## config.mk

```make
export PLATFORM = sky130hd
export DESIGN_NAME = dtack_generator_flat
export DESIGN_NICKNAME = d
export VERILOG_FILES = /design/src/rtl/dtack_generator_if.sv /design/src/rtl/dtack_generator.sv /design/src/flat_wrapper.sv
export SDC_FILE = /design/constraint.sdc
export NUM_CORES = 1
export LEC_CHECK = 0
export CAP_MARGIN = 20
export CORE_MARGIN = 3
export CORE_UTILIZATION = 30
export CTS_BUF_LIST = sky130_fd_sc_hd__clkbuf_4
export DETAILED_ROUTE_END_ITERATION = 10
export HOLD_SLACK_MARGIN = 0.12
export PLACE_DENSITY = 0.57
export SYNTH_ARGS = -nofsm -noshare
export SYNTH_HDL_FRONTEND = slang
export SYNTH_SLANG_ARGS = --single-unit
export TNS_END_PERCENT = 50
```

## constraint.sdc

```tcl
create_clock -name Clk -period 2 [get_ports Clk]
set_input_delay 0.2 -clock Clk [delete_from_list [all_inputs] [get_ports Clk]]
set_output_delay 0.2 -clock Clk [all_outputs]
set_load 0.01 [all_outputs]
```

## src/rtl/dtack_generator_if.sv

```systemverilog
// 68k bus termination signals between the CPU/decoder side and dtack_generator.
// The master drives strobes and selects; the slave answers with DTACK_L/BERR_L.
interface dtack_generator_if;
  logic AS_L;
  logic UDS_L;
  logic LDS_L;
  logic OnChipRomSelect_H;
  logic OnChipRamSelect_H;
  logic DramSelect_H;
  logic IOSelect_H;
  logic CanBusSelect_H;
  logic OffBoardMemory_H;
  logic DramReady_H;
  logic ExtDtack_L;
  logic DTACK_L;
  logic BERR_L;
  logic WaitActive_H;

  modport master (
    output AS_L, UDS_L, LDS_L,
    output OnChipRomSelect_H, OnChipRamSelect_H, DramSelect_H,
    output IOSelect_H, CanBusSelect_H, OffBoardMemory_H,
    output DramReady_H, ExtDtack_L,
    input  DTACK_L, BERR_L, WaitActive_H
  );

  modport slave (
    input  AS_L, UDS_L, LDS_L,
    input  OnChipRomSelect_H, OnChipRamSelect_H, DramSelect_H,
    input  IOSelect_H, CanBusSelect_H, OffBoardMemory_H,
    input  DramReady_H, ExtDtack_L,
    output DTACK_L, BERR_L, WaitActive_H
  );
endinterface

```

## src/rtl/dtack_generator.sv

```systemverilog
// 68k bus-cycle terminator: per-region wait states or device ready give DTACK_L,
// unacknowledged cycles end in BERR_L once the watchdog expires.
module dtack_generator #(
  parameter int ROM_WAIT  = 0,
  parameter int RAM_WAIT  = 1,
  parameter int IO_WAIT   = 2,
  parameter int DRAM_WAIT = 1,
  parameter int CAN_WAIT  = 4,
  parameter int TIMEOUT   = 255,
  parameter int CNT_W     = 8
) (
  input logic         Clk,
  input logic         Reset_H,
  dtack_generator_if.slave bus
);

  localparam logic [1:0] IDLE = 2'd0;
  localparam logic [1:0] WAIT = 2'd1;
  localparam logic [1:0] ACK  = 2'd2;
  localparam logic [1:0] ERR  = 2'd3;

  localparam logic [2:0] RG_ROM  = 3'd0;
  localparam logic [2:0] RG_RAM  = 3'd1;
  localparam logic [2:0] RG_IO   = 3'd2;
  localparam logic [2:0] RG_DRAM = 3'd3;
  localparam logic [2:0] RG_CAN  = 3'd4;
  localparam logic [2:0] RG_OFF  = 3'd5;
  localparam logic [2:0] RG_NONE = 3'd6;

  localparam logic [CNT_W-1:0] One    = CNT_W'(1);
  localparam logic [CNT_W-1:0] WdLast = CNT_W'(TIMEOUT - 1);

  logic [1:0]       state_q, state_d;
  logic [2:0]       region_q, region_d;
  logic [CNT_W-1:0] waitCnt_q, waitCnt_d;
  logic [CNT_W-1:0] wdog_q, wdog_d;
  logic             dtackL_q, berrL_q, waitAct_q;

  logic [2:0]       regionSel;
  logic [CNT_W-1:0] regionWait;
  logic             cycleStart;
  logic             ready;

  assign cycleStart = !bus.AS_L && (!bus.UDS_L || !bus.LDS_L);

  // Fixed-priority region decode; only consulted at the start edge.
  always_comb begin
    regionSel  = RG_NONE;
    regionWait = '0;
    if (bus.OnChipRomSelect_H) begin
      regionSel  = RG_ROM;
      regionWait = CNT_W'(ROM_WAIT);
    end else if (bus.OnChipRamSelect_H) begin
      regionSel  = RG_RAM;
      regionWait = CNT_W'(RAM_WAIT);
    end else if (bus.IOSelect_H) begin
      regionSel  = RG_IO;
      regionWait = CNT_W'(IO_WAIT);
    end else if (bus.DramSelect_H) begin
      regionSel  = RG_DRAM;
      regionWait = CNT_W'(DRAM_WAIT);
    end else if (bus.CanBusSelect_H) begin
      regionSel  = RG_CAN;
      regionWait = CNT_W'(CAN_WAIT);
    end else if (bus.OffBoardMemory_H) begin
      regionSel  = RG_OFF;
    end
  end

  always_comb begin
    ready = 1'b0;
    if (waitCnt_q == '0) begin
      case (region_q)
        RG_ROM, RG_RAM, RG_IO, RG_CAN: ready = 1'b1;
        RG_DRAM:                       ready = bus.DramReady_H;
        RG_OFF:                        ready = !bus.ExtDtack_L;
        default:                       ready = 1'b0;
      endcase
    end
  end

  // Abort beats ready, and ready beats the watchdog on the same edge.
  always_comb begin
    state_d   = state_q;
    region_d  = region_q;
    waitCnt_d = waitCnt_q;
    wdog_d    = wdog_q;
    case (state_q)
      IDLE: begin
        if (cycleStart) begin
          state_d   = WAIT;
          region_d  = regionSel;
          waitCnt_d = regionWait;
          wdog_d    = '0;
        end
      end
      WAIT: begin
        if (bus.AS_L) begin
          state_d = IDLE;
        end else if (ready) begin
          state_d = ACK;
        end else if (wdog_q == WdLast) begin
          state_d = ERR;
        end else begin
          if (waitCnt_q != '0) waitCnt_d = waitCnt_q - One;
          wdog_d = wdog_q + One;
        end
      end
      default: begin
        if (bus.AS_L) state_d = IDLE;
      end
    endcase
  end

  always_ff @(posedge Clk or posedge Reset_H) begin
    if (Reset_H) begin
      state_q   <= IDLE;
      region_q  <= RG_NONE;
      waitCnt_q <= '0;
      wdog_q    <= '0;
      dtackL_q  <= 1'b1;
      berrL_q   <= 1'b1;
      waitAct_q <= 1'b0;
    end else begin
      state_q   <= state_d;
      region_q  <= region_d;
      waitCnt_q <= waitCnt_d;
      wdog_q    <= wdog_d;
      dtackL_q  <= (state_d != ACK);
      berrL_q   <= (state_d != ERR);
      waitAct_q <= (state_d == WAIT);
    end
  end

  assign bus.DTACK_L      = dtackL_q;
  assign bus.BERR_L       = berrL_q;
  assign bus.WaitActive_H = waitAct_q;

endmodule

```

## src/flat_wrapper.sv

```systemverilog
// flat-port wrapper written by rule: the top's interface ports become plain ports
module dtack_generator_flat 
#(
  parameter int ROM_WAIT  = 0,
  parameter int RAM_WAIT  = 1,
  parameter int IO_WAIT   = 2,
  parameter int DRAM_WAIT = 1,
  parameter int CAN_WAIT  = 4,
  parameter int TIMEOUT   = 255,
  parameter int CNT_W     = 8
)
  (Clk, Reset_H, bus_AS_L, bus_UDS_L, bus_LDS_L, bus_OnChipRomSelect_H, bus_OnChipRamSelect_H, bus_DramSelect_H, bus_IOSelect_H, bus_CanBusSelect_H, bus_OffBoardMemory_H, bus_DramReady_H, bus_ExtDtack_L, bus_DTACK_L, bus_BERR_L, bus_WaitActive_H);
  dtack_generator_if bus_i ();
  input logic Clk;
  input logic Reset_H;
  input wire logic [$bits(bus_i.AS_L)-1:0] bus_AS_L;
  input wire logic [$bits(bus_i.UDS_L)-1:0] bus_UDS_L;
  input wire logic [$bits(bus_i.LDS_L)-1:0] bus_LDS_L;
  input wire logic [$bits(bus_i.OnChipRomSelect_H)-1:0] bus_OnChipRomSelect_H;
  input wire logic [$bits(bus_i.OnChipRamSelect_H)-1:0] bus_OnChipRamSelect_H;
  input wire logic [$bits(bus_i.DramSelect_H)-1:0] bus_DramSelect_H;
  input wire logic [$bits(bus_i.IOSelect_H)-1:0] bus_IOSelect_H;
  input wire logic [$bits(bus_i.CanBusSelect_H)-1:0] bus_CanBusSelect_H;
  input wire logic [$bits(bus_i.OffBoardMemory_H)-1:0] bus_OffBoardMemory_H;
  input wire logic [$bits(bus_i.DramReady_H)-1:0] bus_DramReady_H;
  input wire logic [$bits(bus_i.ExtDtack_L)-1:0] bus_ExtDtack_L;
  output wire logic [$bits(bus_i.DTACK_L)-1:0] bus_DTACK_L;
  output wire logic [$bits(bus_i.BERR_L)-1:0] bus_BERR_L;
  output wire logic [$bits(bus_i.WaitActive_H)-1:0] bus_WaitActive_H;
  assign bus_i.AS_L = bus_AS_L;
  assign bus_i.UDS_L = bus_UDS_L;
  assign bus_i.LDS_L = bus_LDS_L;
  assign bus_i.OnChipRomSelect_H = bus_OnChipRomSelect_H;
  assign bus_i.OnChipRamSelect_H = bus_OnChipRamSelect_H;
  assign bus_i.DramSelect_H = bus_DramSelect_H;
  assign bus_i.IOSelect_H = bus_IOSelect_H;
  assign bus_i.CanBusSelect_H = bus_CanBusSelect_H;
  assign bus_i.OffBoardMemory_H = bus_OffBoardMemory_H;
  assign bus_i.DramReady_H = bus_DramReady_H;
  assign bus_i.ExtDtack_L = bus_ExtDtack_L;
  assign bus_DTACK_L = bus_i.DTACK_L;
  assign bus_BERR_L = bus_i.BERR_L;
  assign bus_WaitActive_H = bus_i.WaitActive_H;
  dtack_generator #(.ROM_WAIT(ROM_WAIT), .RAM_WAIT(RAM_WAIT), .IO_WAIT(IO_WAIT), .DRAM_WAIT(DRAM_WAIT), .CAN_WAIT(CAN_WAIT), .TIMEOUT(TIMEOUT), .CNT_W(CNT_W)) u_core (.Clk(Clk), .Reset_H(Reset_H), .bus(bus_i));
endmodule
```

==> flow_summary.ini, run 1 <==
[power]
finalPower_mw = 1.90
power_switching_mw = 0.711
irDropWorstVdd_mv = 0.407
intPower_mw = 1.19
clkPwrFrac_pct = 18.9
combPwrFrac_pct = 41.2
p_leak_nw = 0.680
p_per_area_nw_per_um2 = 1160
p_seq_share_pct = 39.8
swShare_pct = 37.4

[cells_and_area]
diodes = 0
layout-drive-gt1-share_pct = 11.4
post-route-util_pct = 39.4
areaGrowthSynthToFinish_pct = 22.1
fin_nets = 193

[global_route]
grt_start_max_net_pins = 25
antenna_found_initial = 0
grt_overflow = 0
grt_usage_pct = 13.1
grt_pass1_wl_mm = 5.51
grt_pass1_vias = 1234

[die]
dieWidth_um = 73.0
die_y_um = 73.0
ios = 16
coreArea_um2 = 4170
num_rows = 23
dieArea_um2 = 5320
initial_utilization_pct = 32.2

[timing]
finalMaxSlewViolations = 0
fmax_mhz = 541
min_period_ns = 1.85
rsz0062_at_grt = false
slew_headroom_pct = 73.6
tightestPinTransition_ns = 0.391
setup_tns_ns = 0
setup_violations = 0
skew_ns = 0.00507
period_share_pct = 92.4
finalHoldViolCount = 0

[cts]
htreeDepth = 1
cts_hold_buf = 0
cts-root-buf = clkbuf_4
cts.sinks = 24
post-cts-setup-buffers = 0
cts_buffers = 3
cts_tree = done
clk_pin_slew_ns = 0.14
clk_latency_ns = 0.32
clockBufferDepth = 2
cts_resized = 0

[yosys]
ys_top_cells_by_count = dfrtp_1 (20), a21oi_1 (18), o21ai_0 (15), nor2_1 (13), nand2_1 (10)
syn_nets = 169
synth.largest_area_cell = dfrtp_1
synth_most_common_cell = dfrtp_1
synth.area.top_cells = dfrtp_1 (37%), dfstp_2 (7.8%), a21oi_1 (6.7%)
ys.flop_type = dfrtp_1
synth-async-reset-ratio_pct = 100
ys_ff_latch = 24
synth-edff-count = 0
synthCells = 152
ys_seq_area_share_pct = 45.0
yosysTopAreaCellShare_pct = 37.2
synth_cell_type_count = 34
avgSynthCellArea_um2 = 8.85
syn-cell-area_um2 = 1350
yosysWarnings = 0

[drt]
ant_nets = 0
wirelength_mm = 3.11
drtIter0Drc = 44
drc_errors = 0
avgRoutedWirePerCell_um = 13.8
via_count = 1201
vias_per_cell = 5.34
drtPass1Iterations = 4

[setup_path]
crit_type = reg -> reg
cp.required_ns = 2.26
critPathMaxFanout = 7
endpoint_kind = flip-flop
slowest_stage = dfstp_2
crit_chain = nand2_1 -> o22a_2 -> a211o_1 -> or4_1 -> a21oi_1
max_stage_delay_ns = 0.56
cp_top_family = compound AO/OA/AOI/OAI gates
arrival_ns = 2.11
critPathBufInv = 0
start_kind = flip-flop

[placed_design]
dp_hpwl_mm = 2.33
port_buffers = 15
routabilityCongestion = 0.777

[min_path]
hold_class = in -> async

[run_status]
status = complete, no violations

[flow_run]
cap_viol_max_count = 0
==> cell families after synthesis <==
group | synth area share [%]
AO/OA/AOI/OAI | 21.1
XOR/XNOR | 0.651
adder cells (fa/ha/maj) | 3.72
buffers and inverters | 4.47
flip-flops | 45.0
multiplexers | 0.744
AND/OR/NAND/NOR | 24.3
==> worst reg2reg max path: stages, from the launching register on <==
cell     delay (ns)
dfstp_2        0.56
nand2_1        0.06
o22a_2         0.23
a211o_1        0.37
or4_1          0.42
a21oi_1        0.15
==> power groups by stage <==
| stage | Sequential [mW] | Clock [mW] | Combinational (mW) |
|---|---|---|---|
| floorplan | 0.747 | 0 | 0.541 |
| detailed placement | 0.767 | 0 | 0.777 |
| finish | 0.758 | 0.361 | 0.785 |
| global placement | 0.761 | 0 | 0.753 |
| CTS | 0.758 | 0.370 | 0.781 |
| global route | 0.777 | 0.393 | 0.892 |
==> through the flow <==
stage                     instances  hold slack [ns]  setup WS (ns)  area (um2)
after floorplan                 152            0.212          0.191        1350
after global placement          221            0.454         0.0641        1580
after detailed placement        221            0.464         0.0321        1580
after CTS                       225            0.222          0.148        1640
after global routing            225            0.250         0.0397        1640
final                           225            0.211          0.152        1640
==> sequential cells by signal, summed over array words and instances (netlist names) <==
register / flops
u_core.waitCnt_q: 8
u_core.bus.BERR_L: 1
u_core.wdog_q: 8
u_core.bus.DTACK_L: 1
u_core.region_q: 3
u_core.bus.WaitActive_H: 1
u_core.state_q: 2
==> placed cells by master, fill, tap and decap left out, drive strengths merged <==
cell,synthesis,final
dfstp,4,4
or2,1,1
nor2b,1,1
nor2,13,13
and3,2,2
o31ai,4,4
clkbuf,1,3
nor4,1,1
ha,4,4
nand2,10,10
buf,3,8
a211o,1,1
and2b,1,1
a22oi,1,1
o22a,2,2
o21ai,15,15
nand4,4,4
a21oi,18,18
clkdlybuf4s50,0,15
mux2i,1,1
nor3,4,4
inv,7,7
dfrtp,20,20
bufinv,0,1
a31oi,3,3
xnor2,1,1
or3,8,8
nand4b,2,2
and2,1,1
o21a,3,3
nand3,8,8
o22ai,2,2
nand2b,3,3
or4,3,3
==> final timing paths <==
kind                                     from             endpoint  slack [ns]  depth (start not counted)
max                        u_core.region_q[1]     u_core.wdog_q[5]        0.15                          5
min                                   Reset_H  u_core.waitCnt_q[7]        0.21                          3
max reg2reg                u_core.region_q[1]     u_core.wdog_q[5]        0.15                          5
min reg2reg                u_core.region_q[1]   u_core.region_q[1]        0.48                          2
max in group asynchronous             Reset_H   u_core.region_q[1]        1.50                          3
min in group Clk           u_core.region_q[1]   u_core.region_q[1]        0.48                          2
==> routing by layer <==
metal	up-vias	wire length, um	GRT usage, %
met1	562	1490	17.7
met4	0	43	4.92
met5	-	0	0
met2	30	1460	21.1
li1	605	-	-
met3	4	109	2.20
==> area by class of cell <==
| class | count | area (um2) |
|---|---|---|
| tap | 50 | 62.6 |
| sequential | 24 | 606 |
| clock inverter | 1 | 30.0 |
| fill | 411 | 2530 |
| timing repair buffer | 23 | 210 |
| multi-input combinational | 117 | 686 |
| inverter | 7 | 26.3 |
| clock buffer | 3 | 22.5 |
Note: power is estimated with default switching activity, not from simulation.
==> run 2: changes to the inputs <==
Settings changed: CORE_ASPECT_RATIO set to 1.4.
==> run 2 against run 1 <==
Global-route usage down 0.93 points; critical path depth up 1; count of clock-buffer cells in the layout unchanged; clock skew down 0.0033 ns; non-clock buffer count up 1; utilization down 1.1 points; worst hold slack about the same; die area up 0.21%; fmax down 2.1%; critical path type unchanged.
==> flow_summary.ini, run 2 (synthesized netlist as in run 1, its figures left out) <==
[drt]
wirelength_mm = 3.01
drc_errors = 0
avgRoutedWirePerCell_um = 12.8
ant_nets = 0
drtPass1Iterations = 4
drtIter0Drc = 26
via_count = 1228
vias_per_cell = 5.20

[timing]
setup_violations = 0
skew_ns = 0.00177
slew_headroom_pct = 76.0
finalHoldViolCount = 0
setup_tns_ns = 0
finalMaxSlewViolations = 0
min_period_ns = 1.89
rsz0062_at_grt = false
tightestPinTransition_ns = 0.356
whs_ns = 0.211
period_share_pct = 94.4
fmax_mhz = 530

[setup_path]
crit_chain = inv_1 -> ha_1 -> and3_1 -> a211o_1 -> or4_1 -> a21oi_1
crit_type = reg -> reg
critPathBufInv = 1
r2r-start = u_core.waitCnt_q[0]
critPathMaxFanout = 7
cp_top_family = simple AND/OR/NAND/NOR gates
cp_num_cells = 6
reg2reg_depth = 6
arrival_ns = 2.14
start_kind = flip-flop
worstSetupStartpoint = u_core.waitCnt_q[0]
slowest_stage = dfrtp_1
cp.required_ns = 2.25
endpoint_kind = flip-flop
max_stage_delay_ns = 0.45

[cts]
cts-root-buf = clkbuf_4
clk_latency_ns = 0.31
clk_pin_slew_ns = 0.13
htreeDepth = 1
clockBufferDepth = 2
cts_tree = done
cts_buffers = 3
cts_hold_buf = 0
post-cts-setup-buffers = 0
cts_resized = 0
cts.sinks = 24

[cells_and_area]
layout.cells.non_filler = 236
n_fill_cell = 472
top_regs = u_core.waitCnt_q (8), u_core.wdog_q (8), u_core.region_q (3)
final-seq-area_um2 = 606
areaGrowthSynthToFinish_pct = 21.5
design_area_um2 = 1630
layout-drive-gt1-share_pct = 11.4
multi_input_area_um2 = 683
fin_nets = 194
diodes = 0
final_cell_mix = dfrtp_1 (20), a21oi_1 (17), o21ai_0 (15), clkdlybuf4s50_1 (15), nor2_1 (13)
final_common_cell = dfrtp_1

[placed_design]
dp_cells = 232
routabilityCongestion = 0.841
dpl-instance-area_um2 = 1600
dp_hpwl_mm = 2.36
port_buffers = 15

[global_route]
grt_start_max_net_pins = 25
grt_overflow = 0
antenna_found_initial = 0
grt_pass1_wl_mm = 5.22
grt_pass1_vias = 1214
grt_usage_pct = 12.2

[die]
die_y_um = 85.2
num_rows = 28
ios = 16
coreArea_um2 = 4270
dieArea_um2 = 5330
dieWidth_um = 62.6
initial_utilization_pct = 31.5

[flow_run]
cap_viol_max_count = 0

[power]
irDropWorstVdd_mv = 0.496
p_per_area_nw_per_um2 = 1090
p_leak_nw = 0.671

[run_status]
status = complete, no violations

[min_path]
hold_class = in -> async
## run 2: final timing paths
check                                          end  slack (ns)
hold / removal             u_core.bus.WaitActive_H        0.21
max in group asynchronous       u_core.region_q[1]        1.50
setup reg to reg                  u_core.wdog_q[7]        0.11
min in group Clk                u_core.region_q[1]        0.47
hold reg to reg                 u_core.region_q[1]        0.47
setup / recovery                  u_core.wdog_q[7]        0.11
## run 2: final cells by class
cell class,instances,area share [%]
clock buffer,3,1.38
clock inverter,1,0.230
inverter,7,1.61
multi-input combinational,117,41.8
sequential,24,37.1
tap,60,4.59
timing repair buffer,24,13.3
## run 2: worst register-to-register path: stages, from the launching register on
cell and delay, ns:
dfrtp_1 0.45, inv_1 0.10, ha_1 0.22, and3_1 0.17
a211o_1 0.32, or4_1 0.41, a21oi_1 0.15
## run 2: report_power, final
group	switching (mW)	leakage (nW)	internal (mW)
registers	0.131	0.306	0.636
clock network	0.150	0.0154	0.0730
logic	0.423	0.350	0.361
total	0.704	0.671	1.07
## run 2: layer usage
| layer | global-route usage [%] | vias up | routed length [um] |
|---|---|---|---|
| li1 | - | 610 | - |
| met1 | 12.7 | 590 | 1240 |
| met2 | 23.2 | 26 | 1640 |
| met3 | 1.59 | 2 | 98 |
| met4 | 7.03 | 0 | 38 |
| met5 | 0 | - | 0 |
## run 2: per-stage QoR
stage	power, mW	util [%]	setup WS, ns
CTS	1.79	38.1	0.137
detailed placement	1.56	37.5	0.0569
global route	1.94	38.2	0.00413
finish	1.77	38.2	0.112
global placement	1.53	37.5	0.0887
floorplan	1.29	-	0.191
==> run 3: changes to the inputs <==
Settings changed: CORE_UTILIZATION 30 to 45, PLACE_DENSITY 0.57 to 0.76.
==> run 3 against run 2 <==
Utilization up 21 points; setup slack better by 0.016 ns; count of clock-buffer cells in the layout unchanged; largest power group is now registers; clock power down 2%; register-to-register slack better by 0.02 ns; flip-flop and latch count unchanged; cell area down 1.5%; routed wire length down 1.9%; worst hold slack better by 0.0032 ns; via count up 0.49%; highest routed layer unchanged; non-clock buffer count down 1; sequential power up 2%.
==> flow_summary.ini, run 3 (synthesized netlist as in run 1, its figures left out) <==
[setup_path]
crit_type = reg -> reg
arrival_ns = 2.12
max_stage_delay_ns = 0.42
crit_chain = inv_1 -> ha_1 -> and3_1 -> a211o_1 -> or4_1 -> a21oi_1
endpoint_kind = flip-flop
cp_num_cells = 6
cp.required_ns = 2.25
critPathBufInv = 1
reg2reg_depth = 6
critPathMaxFanout = 7
cp_top_family = simple AND/OR/NAND/NOR gates
slowest_stage = dfrtp_1
start_kind = flip-flop

[cells_and_area]
final_common_cell = dfrtp_1
layout-drive-gt1-share_pct = 12.0
n_fill_cell = 229
diodes = 0
top_regs = u_core.waitCnt_q (8), u_core.wdog_q (8), u_core.region_q (3)
final-seq-area_um2 = 606
fin_nets = 193
multi_input_area_um2 = 696
areaGrowthSynthToFinish_pct = 19.6
final_cell_mix = dfrtp_1 (20), a21oi_1 (17), o21ai_0 (15), clkdlybuf4s50_1 (15), nor2_1 (13)
layout.cells.non_filler = 211

[global_route]
grt_overflow = 0
grt_pass1_vias = 1229
grt_usage_pct = 17.2
antenna_found_initial = 0
grt_pass1_wl_mm = 5.02
grt_start_max_net_pins = 25

[power]
irDropWorstVdd_mv = 0.764
p_leak_nw = 0.669
p_per_area_nw_per_um2 = 1100

[drt]
ant_nets = 0
drtPass1Iterations = 4
drtIter0Drc = 39
vias_per_cell = 5.85
drc_errors = 0
wirelength_mm = 2.95
via_count = 1234
avgRoutedWirePerCell_um = 14.0

[timing]
finalHoldViolCount = 0
setup_violations = 0
min_period_ns = 1.87
rsz0062_at_grt = false
slew_headroom_pct = 71.4
period_share_pct = 93.6
setup_tns_ns = 0
whs_ns = 0.214
finalMaxSlewViolations = 0
fmax_mhz = 534
skew_ns = 0.00773
tightestPinTransition_ns = 0.424

[placed_design]
dp_hpwl_mm = 2.26
port_buffers = 15
routabilityCongestion = 0.875
dp_cells = 207

[min_path]
hold_class = in -> async

[cts]
clk_latency_ns = 0.31
cts_hold_buf = 0
cts_tree = done
clk_pin_slew_ns = 0.13
clockBufferDepth = 2
cts.sinks = 24
cts_buffers = 3
cts-root-buf = clkbuf_4
htreeDepth = 1

[flow_run]
cap_viol_max_count = 0

[die]
ios = 16
coreArea_um2 = 2730
num_rows = 22
dieArea_um2 = 3690
dieWidth_um = 52.2
die_y_um = 70.7
initial_utilization_pct = 49.4

[run_status]
status = complete, no violations
[run 3: changes by cell type in the layout (fill, tap and decap cells not counted)]
cell and change:
nor4_2 +1, o22ai_2 +1, buf_4 -1, nor4_1 -1
o22ai_1 -1
[run 3: metal layers]
layer	track usage (%)	vias to the layer above	wire, um
li1	-	605	-
met1	20.5	598	1250
met2	30.6	23	1550
met3	1.89	8	84
met4	7.10	0	69
met5	0	-	0
[run 3: timing repair]
action                                  4_1_cts  5_1_grt
gates resized for setup                       0        3
endpoints found under the setup margin        0       10
setup buffers                                 0        0
[run 3: path summary, 6_finish.rpt]
kind / start / endpoint / slack, ns
setup / recovery: u_core.waitCnt_q[0] / u_core.wdog_q[7] / 0.13
hold / removal: Reset_H / u_core.waitCnt_q[5] / 0.21
setup reg to reg: u_core.waitCnt_q[0] / u_core.wdog_q[7] / 0.13
hold reg to reg: u_core.region_q[1] / u_core.region_q[1] / 0.47
max in group asynchronous: Reset_H / u_core.region_q[1] / 1.49
min in group Clk: u_core.region_q[1] / u_core.region_q[1] / 0.47
[run 3: layout make-up]
cell class / instances / share of cell area (%)
Clock inverter: 1 / 0.233
Clock buffer: 3 / 1.40
Sequential cell: 24 / 37.6
Timing Repair Buffer: 23 / 13.1
Inverter: 7 / 1.63
Tap cell: 36 / 2.80
Multi-Input combinational cell: 117 / 43.2
[run 3: through the flow]
step | power [mW] | area [um2] | setup WS (ns) | util (%)
after floorplan | 1.29 | 1350 | 0.191 | -
after global placement | 1.49 | 1570 | 0.102 | 57.5
after detailed placement | 1.53 | 1570 | 0.0186 | 57.5
after CTS | 1.75 | 1590 | 0.0810 | 58.4
after global routing | 1.92 | 1610 | 0.0259 | 59.0
final | 1.77 | 1610 | 0.128 | 59.0
[run 3: worst reg2reg max path, delay by kind of cell (launching register included)]
kind | cells | cell delay [ns]
and+or+nand+nor | 2 | 0.58
AOI/OAI and AO/OA | 2 | 0.49
DFF | 1 | 0.42
adders and majority gates | 1 | 0.22
buffers and inverters | 1 | 0.09
[run 3: power breakdown]
part | total (mW) | leakage, nW | internal [mW] | switching (mW)
clock network | 0.218 | 0.0154 | 0.0729 | 0.145
registers | 0.779 | 0.306 | 0.636 | 0.143
logic | 0.776 | 0.348 | 0.353 | 0.423
total | 1.77 | 0.669 | 1.06 | 0.711
